$ cat src/rtl/hazard_controller_pkg.sv
// Shared definitions for the pipeline hazard controller.
//   hazState_e        : controller FSM states (normal run / waiting on the multi-cycle unit)
//   DefaultMultCycles : default EX-stage multiply latency in cycles
//   DefaultDivCycles  : default EX-stage divide latency in cycles
//   CntWidth          : width of the multi-cycle down-counter
package hazard_controller_pkg;

  typedef enum logic [0:0] {
    Run     = 1'b0,
    MduWait = 1'b1
  } hazState_e;

  localparam int unsigned DefaultMultCycles = 4;
  localparam int unsigned DefaultDivCycles  = 32;
  localparam int unsigned CntWidth          = 6;

endpackage

$ cat src/rtl/mdu_cycle_counter.sv
// Down-counter that times a multi-cycle multiply/divide.
//   clk, rst_n : clock, asynchronous active-low reset (count clears to 0)
//   load       : load loadValue (has priority over decrement)
//   loadValue  : value to load
//   decrement  : count down by one; saturates at zero
//   count      : current count
//   isZero     : count == 0
module mdu_cycle_counter
  import hazard_controller_pkg::*;
(
  input  logic                clk,
  input  logic                rst_n,
  input  logic                load,
  input  logic [CntWidth-1:0] loadValue,
  input  logic                decrement,
  output logic [CntWidth-1:0] count,
  output logic                isZero
);

  logic [CntWidth-1:0] cntQ, cntD;

  always_comb begin
    cntD = cntQ;
    if (load) begin
      cntD = loadValue;
    end else if (decrement && (cntQ != '0)) begin
      cntD = cntQ - CntWidth'(1);
    end
  end

  always_ff @(posedge clk or negedge rst_n) begin
    if (!rst_n) begin
      cntQ <= '0;
    end else begin
      cntQ <= cntD;
    end
  end

  assign count  = cntQ;
  assign isZero = (cntQ == '0);

endmodule

$ cat src/rtl/hazard_controller.sv
// Pipeline hazard controller: load-use stall, branch flush, memory freeze and
// multi-cycle multiply/divide stall for a 5-stage pipeline.
//   Inputs : IdExMemRead/IdExRegRt (load in EX), IfIdRegRs/IfIdRegRt (ID sources),
//            BranchTaken, MduStart/MduIsDiv, ExMemMemAccess/MemReady.
//   Outputs: PcWrite, IfIdWrite, IdExWrite, ExMemWrite (register enables),
//            IfIdFlush, IdExFlush, ExMemFlush, MemWbFlush (bubble insertion),
//            MduBusy (op in progress), MduDone (one-cycle registered completion pulse).
// Enables/flushes are combinational from state and inputs.
module hazard_controller
  import hazard_controller_pkg::*;
#(
  parameter int unsigned MULT_CYCLES = DefaultMultCycles,
  parameter int unsigned DIV_CYCLES  = DefaultDivCycles
) (
  input  logic       clk,
  input  logic       rst_n,
  input  logic       IdExMemRead,
  input  logic [4:0] IdExRegRt,
  input  logic [4:0] IfIdRegRs,
  input  logic [4:0] IfIdRegRt,
  input  logic       BranchTaken,
  input  logic       MduStart,
  input  logic       MduIsDiv,
  input  logic       ExMemMemAccess,
  input  logic       MemReady,
  output logic       PcWrite,
  output logic       IfIdWrite,
  output logic       IdExWrite,
  output logic       ExMemWrite,
  output logic       IfIdFlush,
  output logic       IdExFlush,
  output logic       ExMemFlush,
  output logic       MemWbFlush,
  output logic       MduBusy,
  output logic       MduDone
);

  // The start cycle counts as one, and the counter's zero cycle is the last
  // busy cycle, so a latency of N loads N-2.
  localparam logic [CntWidth-1:0] MultLoad = CntWidth'(MULT_CYCLES - 2);
  localparam logic [CntWidth-1:0] DivLoad  = CntWidth'(DIV_CYCLES - 2);

  hazState_e           stateQ, stateD;
  logic                doneQ, doneD;
  logic                memFreeze, loadUse;
  logic                cntLoad, cntZero;
  logic [CntWidth-1:0] cntLoadValue, cntValue;

  assign memFreeze = ExMemMemAccess & ~MemReady;
  assign loadUse   = IdExMemRead & (IdExRegRt != 5'd0) &
                     ((IdExRegRt == IfIdRegRs) | (IdExRegRt == IfIdRegRt));

  mdu_cycle_counter u_mdu_cycle_counter (
    .clk       (clk),
    .rst_n     (rst_n),
    .load      (cntLoad),
    .loadValue (cntLoadValue),
    .decrement (stateQ == MduWait),
    .count     (cntValue),
    .isZero    (cntZero)
  );

  // Next-state logic
  always_comb begin
    stateD       = stateQ;
    doneD        = 1'b0;
    cntLoad      = 1'b0;
    cntLoadValue = MduIsDiv ? DivLoad : MultLoad;
    unique case (stateQ)
      Run: begin
        if (MduStart && !memFreeze) begin
          cntLoad = 1'b1;
          stateD  = MduWait;
        end
      end
      MduWait: begin
        // A freeze at count zero holds the op until memory completes.
        if (cntZero && !memFreeze) begin
          doneD  = 1'b1;
          stateD = Run;
        end
      end
      default: stateD = Run;
    endcase
  end

  // Pipeline control outputs, highest-priority condition first
  always_comb begin
    PcWrite    = 1'b1;
    IfIdWrite  = 1'b1;
    IdExWrite  = 1'b1;
    ExMemWrite = 1'b1;
    IfIdFlush  = 1'b0;
    IdExFlush  = 1'b0;
    ExMemFlush = 1'b0;
    MemWbFlush = 1'b0;
    if (!rst_n) begin
      // Hold the pipeline in its pass-through configuration while in reset.
    end else if (memFreeze) begin
      PcWrite    = 1'b0;
      IfIdWrite  = 1'b0;
      IdExWrite  = 1'b0;
      ExMemWrite = 1'b0;
      MemWbFlush = 1'b1;
    end else if (stateQ == MduWait) begin
      PcWrite    = 1'b0;
      IfIdWrite  = 1'b0;
      IdExWrite  = 1'b0;
      ExMemFlush = 1'b1;
    end else if (loadUse) begin
      PcWrite   = 1'b0;
      IfIdWrite = 1'b0;
      IdExFlush = 1'b1;
    end else if (BranchTaken) begin
      IfIdFlush = 1'b1;
    end
  end

  always_ff @(posedge clk or negedge rst_n) begin
    if (!rst_n) begin
      stateQ <= Run;
      doneQ  <= 1'b0;
    end else begin
      stateQ <= stateD;
      doneQ  <= doneD;
    end
  end

  assign MduBusy = (stateQ == MduWait);
  assign MduDone = doneQ;

endmodule

$ cat config.mk
export PLATFORM = sky130hd
export DESIGN_NAME = hazard_controller
export DESIGN_NICKNAME = d
export VERILOG_FILES = /design/src/rtl/hazard_controller_pkg.sv /design/src/rtl/mdu_cycle_counter.sv /design/src/rtl/hazard_controller.sv
export SDC_FILE = /design/constraint.sdc
export NUM_CORES = 1
export LEC_CHECK = 0
export BUFFER_PORTS_ARGS = -buffer_cell sky130_fd_sc_hd__buf_4
export CORE_MARGIN = 3
export CORE_UTILIZATION = 35
export CTS_BUF_LIST = sky130_fd_sc_hd__clkbuf_8
export DETAILED_ROUTE_END_ITERATION = 7
export PLACE_DENSITY_LB_ADDON = 0.3
export SYNTH_ARGS = -nofsm -noshare
export SYNTH_HDL_FRONTEND = slang
export SYNTH_SLANG_ARGS = --single-unit
$ cat constraint.sdc
create_clock -name clk -period 1.6 [get_ports clk]
set_input_delay 0.16 -clock clk [delete_from_list [all_inputs] [get_ports clk]]
set_output_delay 0.16 -clock clk [all_outputs]
set_load 0.02 [all_outputs]
== After elaboration in Yosys (flattened, before gate mapping) ==
Cells that the tools add are included.
Word-level totals
  register bits after elaboration: 8
  input bits: 23
  output and inout bits: 10
Operators by class
  $add $sub $neg: 1
  equal/unequal tests: 2
  multiplexer cells: 32
  bitwise operators: 6
  reduce and logical (&&, ||, !) cells: 8
Operators by type and width (count)
  $mux W1: 28
  $mux W6: 2
  $eq A5 B5 Y1: 2
  $logic_not A6 Y1: 1
  $reduce_bool A6 Y1: 1
  $sub A6 B1 Y6 const B: 1
  $mux W5: 1
  $reduce_bool A5 Y1: 1
  $and A1 B1 Y1: 3
  $logic_and A1 B1 Y1: 3
  $not A1 Y1: 2
  $pmux W1 S2: 1
  $reduce_bool A2 Y1: 1
  $logic_not A1 Y1: 1
  $or A1 B1 Y1: 1

== Depth between registers and ports, before layout ==
  word-level depth: 7
  depth in mapped cells: 6
  gate-level depth less buffers: 6

== Cells and area by module ==
From an unflattened synthesis, not the netlist that was laid out.
Second synthesis, totals
  cell total of the unflattened synthesis: 82
  area total of the unflattened synthesis: 673.1 um^2
Modules (own cells, without submodules)
  mdu_cycle_counter: instances 1, cells each 44, area an instance 395.4 um^2, seq. area each 150.1 um^2
  hazard_controller: instances 1, cells each 38, area an instance 277.8 um^2, seq. area each 50.0 um^2

== Least setup slack after synthesis ==
No wires, ideal clock.
  path type: reg2reg
  from: reg u_mdu_cycle_counter.cntQ[0], in the netlist u_mdu_cycle_counter.count[0]
  to: reg u_mdu_cycle_counter.cntQ[0], in the netlist u_mdu_cycle_counter.count[0]
  arrival time: 1.623 ns
  slack: -0.152 ns
  stages on the path, launching flop included: 7
  period minus slack after synthesis: 1.752 ns
  cells stage by stage: dfrtp_1 > inv_1 > ha_1 > or3b_2 > o21ai_0 > xnor2_1 > a21oi_1
Between the ends
  longest elaborated chain between the ends: 3
  elaborated cells between the ends (all ways): 6
RTL lines
  from (decl): line mdu_cycle_counter.sv:20  | logic [CntWidth-1:0] cntQ, cntD;
  from (signal assigned): line mdu_cycle_counter.sv:35  | cntQ <= cntD;
  $sub A6 B1 Y6 / $reduce_bool A6 Y1 (equally long branches): line mdu_cycle_counter.sv:27, mdu_cycle_counter.sv:26
  $mux W6 / $logic_and A1 B1 Y1 (equally long branches): line mdu_cycle_counter.sv:26  | end else if (decrement && (cntQ != '0)) begin
  $mux W6 / $reduce_bool A2 Y1 (equally long branches)
Parallel ways exist; a longest one is shown, timed or not. The select of a mux whose other input is x is not followed.
A chain may end at the register's enable or synchronous reset.

== Final worst setup path ==
  from: reg u_mdu_cycle_counter.cntQ[0], in the netlist u_mdu_cycle_counter.count[0]
  to: reg u_mdu_cycle_counter.cntQ[4], in the netlist u_mdu_cycle_counter.count[4]
The elaborated chain is that of the path after synthesis.

==> results.rst <==
.. list-table::
   :header-rows: 1

   * - Metric
     - Value
   * - Count of state elements after synthesis
     - 8
   * - Hold WC Path Type
     - input port to register
   * - Net total in the final layout
     - around 140
   * - Hold path depth
     - 2
   * - Total vias in the final route
     - 663
   * - Maximum number of pins on one net before global-route repair
     - 15
   * - Final worst clock skew
     - 9.75 ps
   * - Tightest slew margin relative to the limit
     - 0.763
   * - Die Area
     - 2250 sq um
   * - Time the worst path needs with I/O delays and setup
     - 1550 ps
   * - Synthesized net count
     - between 90 and 100
   * - Number of distinct standard cells referenced by the synthesized netlist
     - 26
   * - DIE WIDTH
     - around 47 microns
   * - Total CTS buffers
     - 3
   * - Worst ir drop on vdd
     - about 0.9 mV
   * - Number of buffer and inverter instances along the worst setup path
     - 1
   * - Post-DR vias/cell
     - 5.14
   * - Clock tree from TritonCTS
     - built
   * - Effective utilization at floorplan
     - 0.385
   * - Drt wl/cell
     - ~14 microns
   * - R2R Setup Slk
     - around 54 ps
   * - Sequential fraction of the synthesis area
     - 0.333
   * - IO Pins
     - 33
   * - Number of antenna violations at the first check in global routing
     - 0
   * - Kind of end point of the critical path
     - register
   * - Vias in the first global route
     - roughly 600
   * - Pin slew with the least headroom to its limit
     - between 300 and 400 ps
   * - Gate family responsible for the most delay along the worst path
     - simple AND/OR/NAND/NOR gates
   * - Die boundary height
     - 47.4 microns
   * - Port Buffer Count
     - 32
   * - Remaining antenna violation count
     - 0
   * - Cell at the root of the clock tree
     - clkbuf_8
   * - Final Setup Violations
     - 0
   * - Worst-path maximum fanout
     - 3
   * - Pins Over Slew Limit
     - 0
   * - H-tree lvl count
     - 1
   * - Non-filler cells, final
     - ~130
   * - Global-route wire length before repair
     - between 2000 and 3000 microns
   * - Critical-path cell list
     - inv_2 -> ha_4 -> or3b_4 -> nor3_4 -> xnor2_1 -> a21oi_1
   * - Core outline area
     - 1560 sq um
   * - Main area contributors after synthesis
     - dfrtp_1 33%, xnor2_1 20%, a21oi_1 5.0%
   * - Area added between synthesis and finish
     - 72.7%
   * - Cells after DPL
     - 124
   * - Maximum clock rate
     - 647 MHz
   * - Fraction of layout instances using a drive strength above 1
     - 0.504
   * - DRC violation total after the first TritonRoute iteration
     - 23
   * - Final estimated routing congestion in global placement
     - 0.887
   * - Number of design rule violations left after detail routing
     - 0
   * - LEAKAGE
     - 0.465 nW
   * - Total congestion overflow after global routing
     - 0
   * - Area fraction of the dominant cell type after synthesis
     - 0.333
   * - Largest stage delay on the critical path
     - 410 ps
   * - Critical path startpoint
     - u_mdu_cycle_counter.count[0]$_DFFE_PN0P_
   * - Buffers from clock root to sink, at most
     - 2
   * - First-pass detailed-route iteration total
     - 4
   * - Clk sink count
     - 8
   * - Antenna cell count
     - 0
   * - Worst Setup Start Kind
     - register
   * - Number of standard-cell rows in the floorplan
     - 14
   * - Areal power density over the cells
     - 1420 nW/um^2
   * - Critical path endpoint
     - u_mdu_cycle_counter.count[4]$_DFFE_PN0P_
   * - Max stage delay cell, worst path
     - or3b_4
   * - Mean area per synthesized cell
     - 8.58 sq um
   * - Post-CTS clock slew at the launch and capture registers of the worst setup and hold paths
     - 50 ps
   * - Final hold vios
     - 0
   * - Multi-input gate area in the final layout
     - 445 sq um
   * - Clk_lat worst skew
     - between 200 and 250 ps
   * - Crit. path cell count
     - 6
   * - Worst endpoint required time
     - 1700 ps
   * - GR Util All Layers
     - 0.164
   * - Worst R2R Start
     - u_mdu_cycle_counter.count[0]$_DFFE_PN0P_
   * - Fillers
     - 130
   * - Post-CTS Setup Inserts
     - 0
   * - Depth of the worst register-to-register path
     - 6
   * - YS warnings
     - 0
   * - Max-Cap Viols
     - 0
   * - Netlist Area Pre-Place
     - between 600 and 700 sq um
   * - Critical Path AT
     - 1650 ps
   * - Utilization of the core after routing
     - 0.665
   * - Status
     - finished clean
   * - Type of the worst setup path
     - register to register
   * - Sequential cell area in the final layout
     - between 200 and 250 sq um
   * - Final cycle utilization of the critical path
     - 0.966
   * - DP HPWL
     - between 1000 and 1500 microns
   * - Capture instance of the worst register-to-register path
     - u_mdu_cycle_counter.count[4]$_DFFE_PN0P_
   * - WL final
     - 1780 microns
   * - Number of instances in the synthesized netlist
     - 70
   * - Largest area contributor in the synthesized netlist
     - dfrtp_1
==> flip-flops by register name, indices dropped and copies added, names as in the netlist <==
name / cells
MduBusy: 1
MduDone: 1
u_mdu_cycle_counter.count: 6
==> worst min path at each step <==
stage                         from                                  endpoint  slack [ps]
after floorplan              rst_n                         MduBusy$_DFF_PN0_        -140
after global placement       rst_n                         MduDone$_DFF_PN0_           5
after detailed placement     rst_n                         MduDone$_DFF_PN0_           7
after CTS                 MduStart  u_mdu_cycle_counter.count[5]$_DFFE_PN0P_         110
after global routing      MduStart  u_mdu_cycle_counter.count[0]$_DFFE_PN0P_         110
final                     MduStart  u_mdu_cycle_counter.count[0]$_DFFE_PN0P_         100
==> worst register-to-register path, delay by kind of cell, from the launching register on <==
family                   cells  cell delay (ps)
flip-flops                   1              380
adder cells (fa/ha/maj)      1              140
XOR/XNOR                     1              160
buffers and inverters        1               90
AND/OR/NAND/NOR              2              560
AO/OA/AOI/OAI                1               90
==> metal layers <==
layer	wire, microns	share of wire	vias to the layer above	GRT usage
met2	780	0.44	35	0.262
met4	0	0	0	0.0166
met1	823	0.46	296	0.220
li1	-	-	332	-
met3	181	0.10	0	0.0602
met5	0	0	-	0
==> timing repair <==
action	CTS	global route
endpoints found under the hold margin	8	0
hold buffers	1	0
endpoints found under the setup margin	7	10
resized for setup	6	11
cloned	0	0
pin swaps	0	4
==> cell families after synthesis <==
| group | after synthesis | synth area share |
|---|---|---|
| simple gates | 26 | 0.238 |
| compound gates | 15 | 0.160 |
| xor+xnor | 14 | 0.204 |
| flops | 8 | 0.333 |
| buf+inv | 6 | 0.0438 |
| fa+ha+maj | 1 | 0.0208 |
==> power breakdown <==
group | switching [mW] | leakage [nW] | total [mW] | internal, mW
combinational | 0.416 | 0.346 | 0.844 | 0.429
clock | 0.0957 | 0.0269 | 0.263 | 0.168
sequential | 0.0720 | 0.0928 | 0.370 | 0.298
==> cells in the mapped netlist (all sizes together) <==
| library cell | number |
|---|---|
| xnor2 | 14 |
| dfrtp | 8 |
| a21oi | 6 |
| nand2 | 6 |
| inv | 5 |
| nand3 | 4 |
| nor2 | 4 |
| a31oi | 2 |
| nor2b | 2 |
| o211ai | 2 |
| o21ai | 2 |
| a2111oi | 1 |
| and3 | 1 |
| and4 | 1 |
| buf | 1 |
| ha | 1 |
| nand2b | 1 |
| nor3 | 1 |
| nor3b | 1 |
| nor4 | 1 |
| o21a | 1 |
| o22ai | 1 |
| or2 | 1 |
| or3b | 1 |
| or4 | 1 |
| or4b | 1 |
==> area by class of cell <==
| class | count | area share |
|---|---|---|
| Sequential cell | 8 | 0.194 |
| Inverter | 5 | 0.0181 |
| Timing Repair Buffer | 40 | 0.296 |
| Clock inverter | 1 | 0.00362 |
| Clock buffer | 3 | 0.0398 |
| Tap cell | 16 | 0.0193 |
| Multi-Input combinational cell | 56 | 0.429 |
==> cells in the final DEF (no fill, tap or decap), drive strengths merged, types with 2 or more instances in the layout <==
master	n
a21oi	6
a31oi	2
buf	39
clkbuf	3
dfrtp	8
inv	6
nand2	6
nand3	4
nor2	4
nor2b	2
o211ai	2
o21ai	2
xnor2	14
==> through the flow <==
step | setup TNS, ps | power [mW] | hold WS [ps] | cell area, sq um | setup slack, ps
6_report | 0 | 1.48 | 104 | 1040 | 54.0
5_1_grt | -12.8 | 1.58 | 106 | 1040 | -5.89
4_1_cts | 0 | 1.36 | 105 | 990 | 29.1
3_5_place_dp | -419 | 1.05 | 7.42 | 913 | -148
3_3_place_gp | -75.5 | 1.04 | 5.14 | 913 | -55.5
2_1_floorplan | -53.8 | 0.773 | -136 | 608 | -43.0
(Power assumes the default switching activity.)
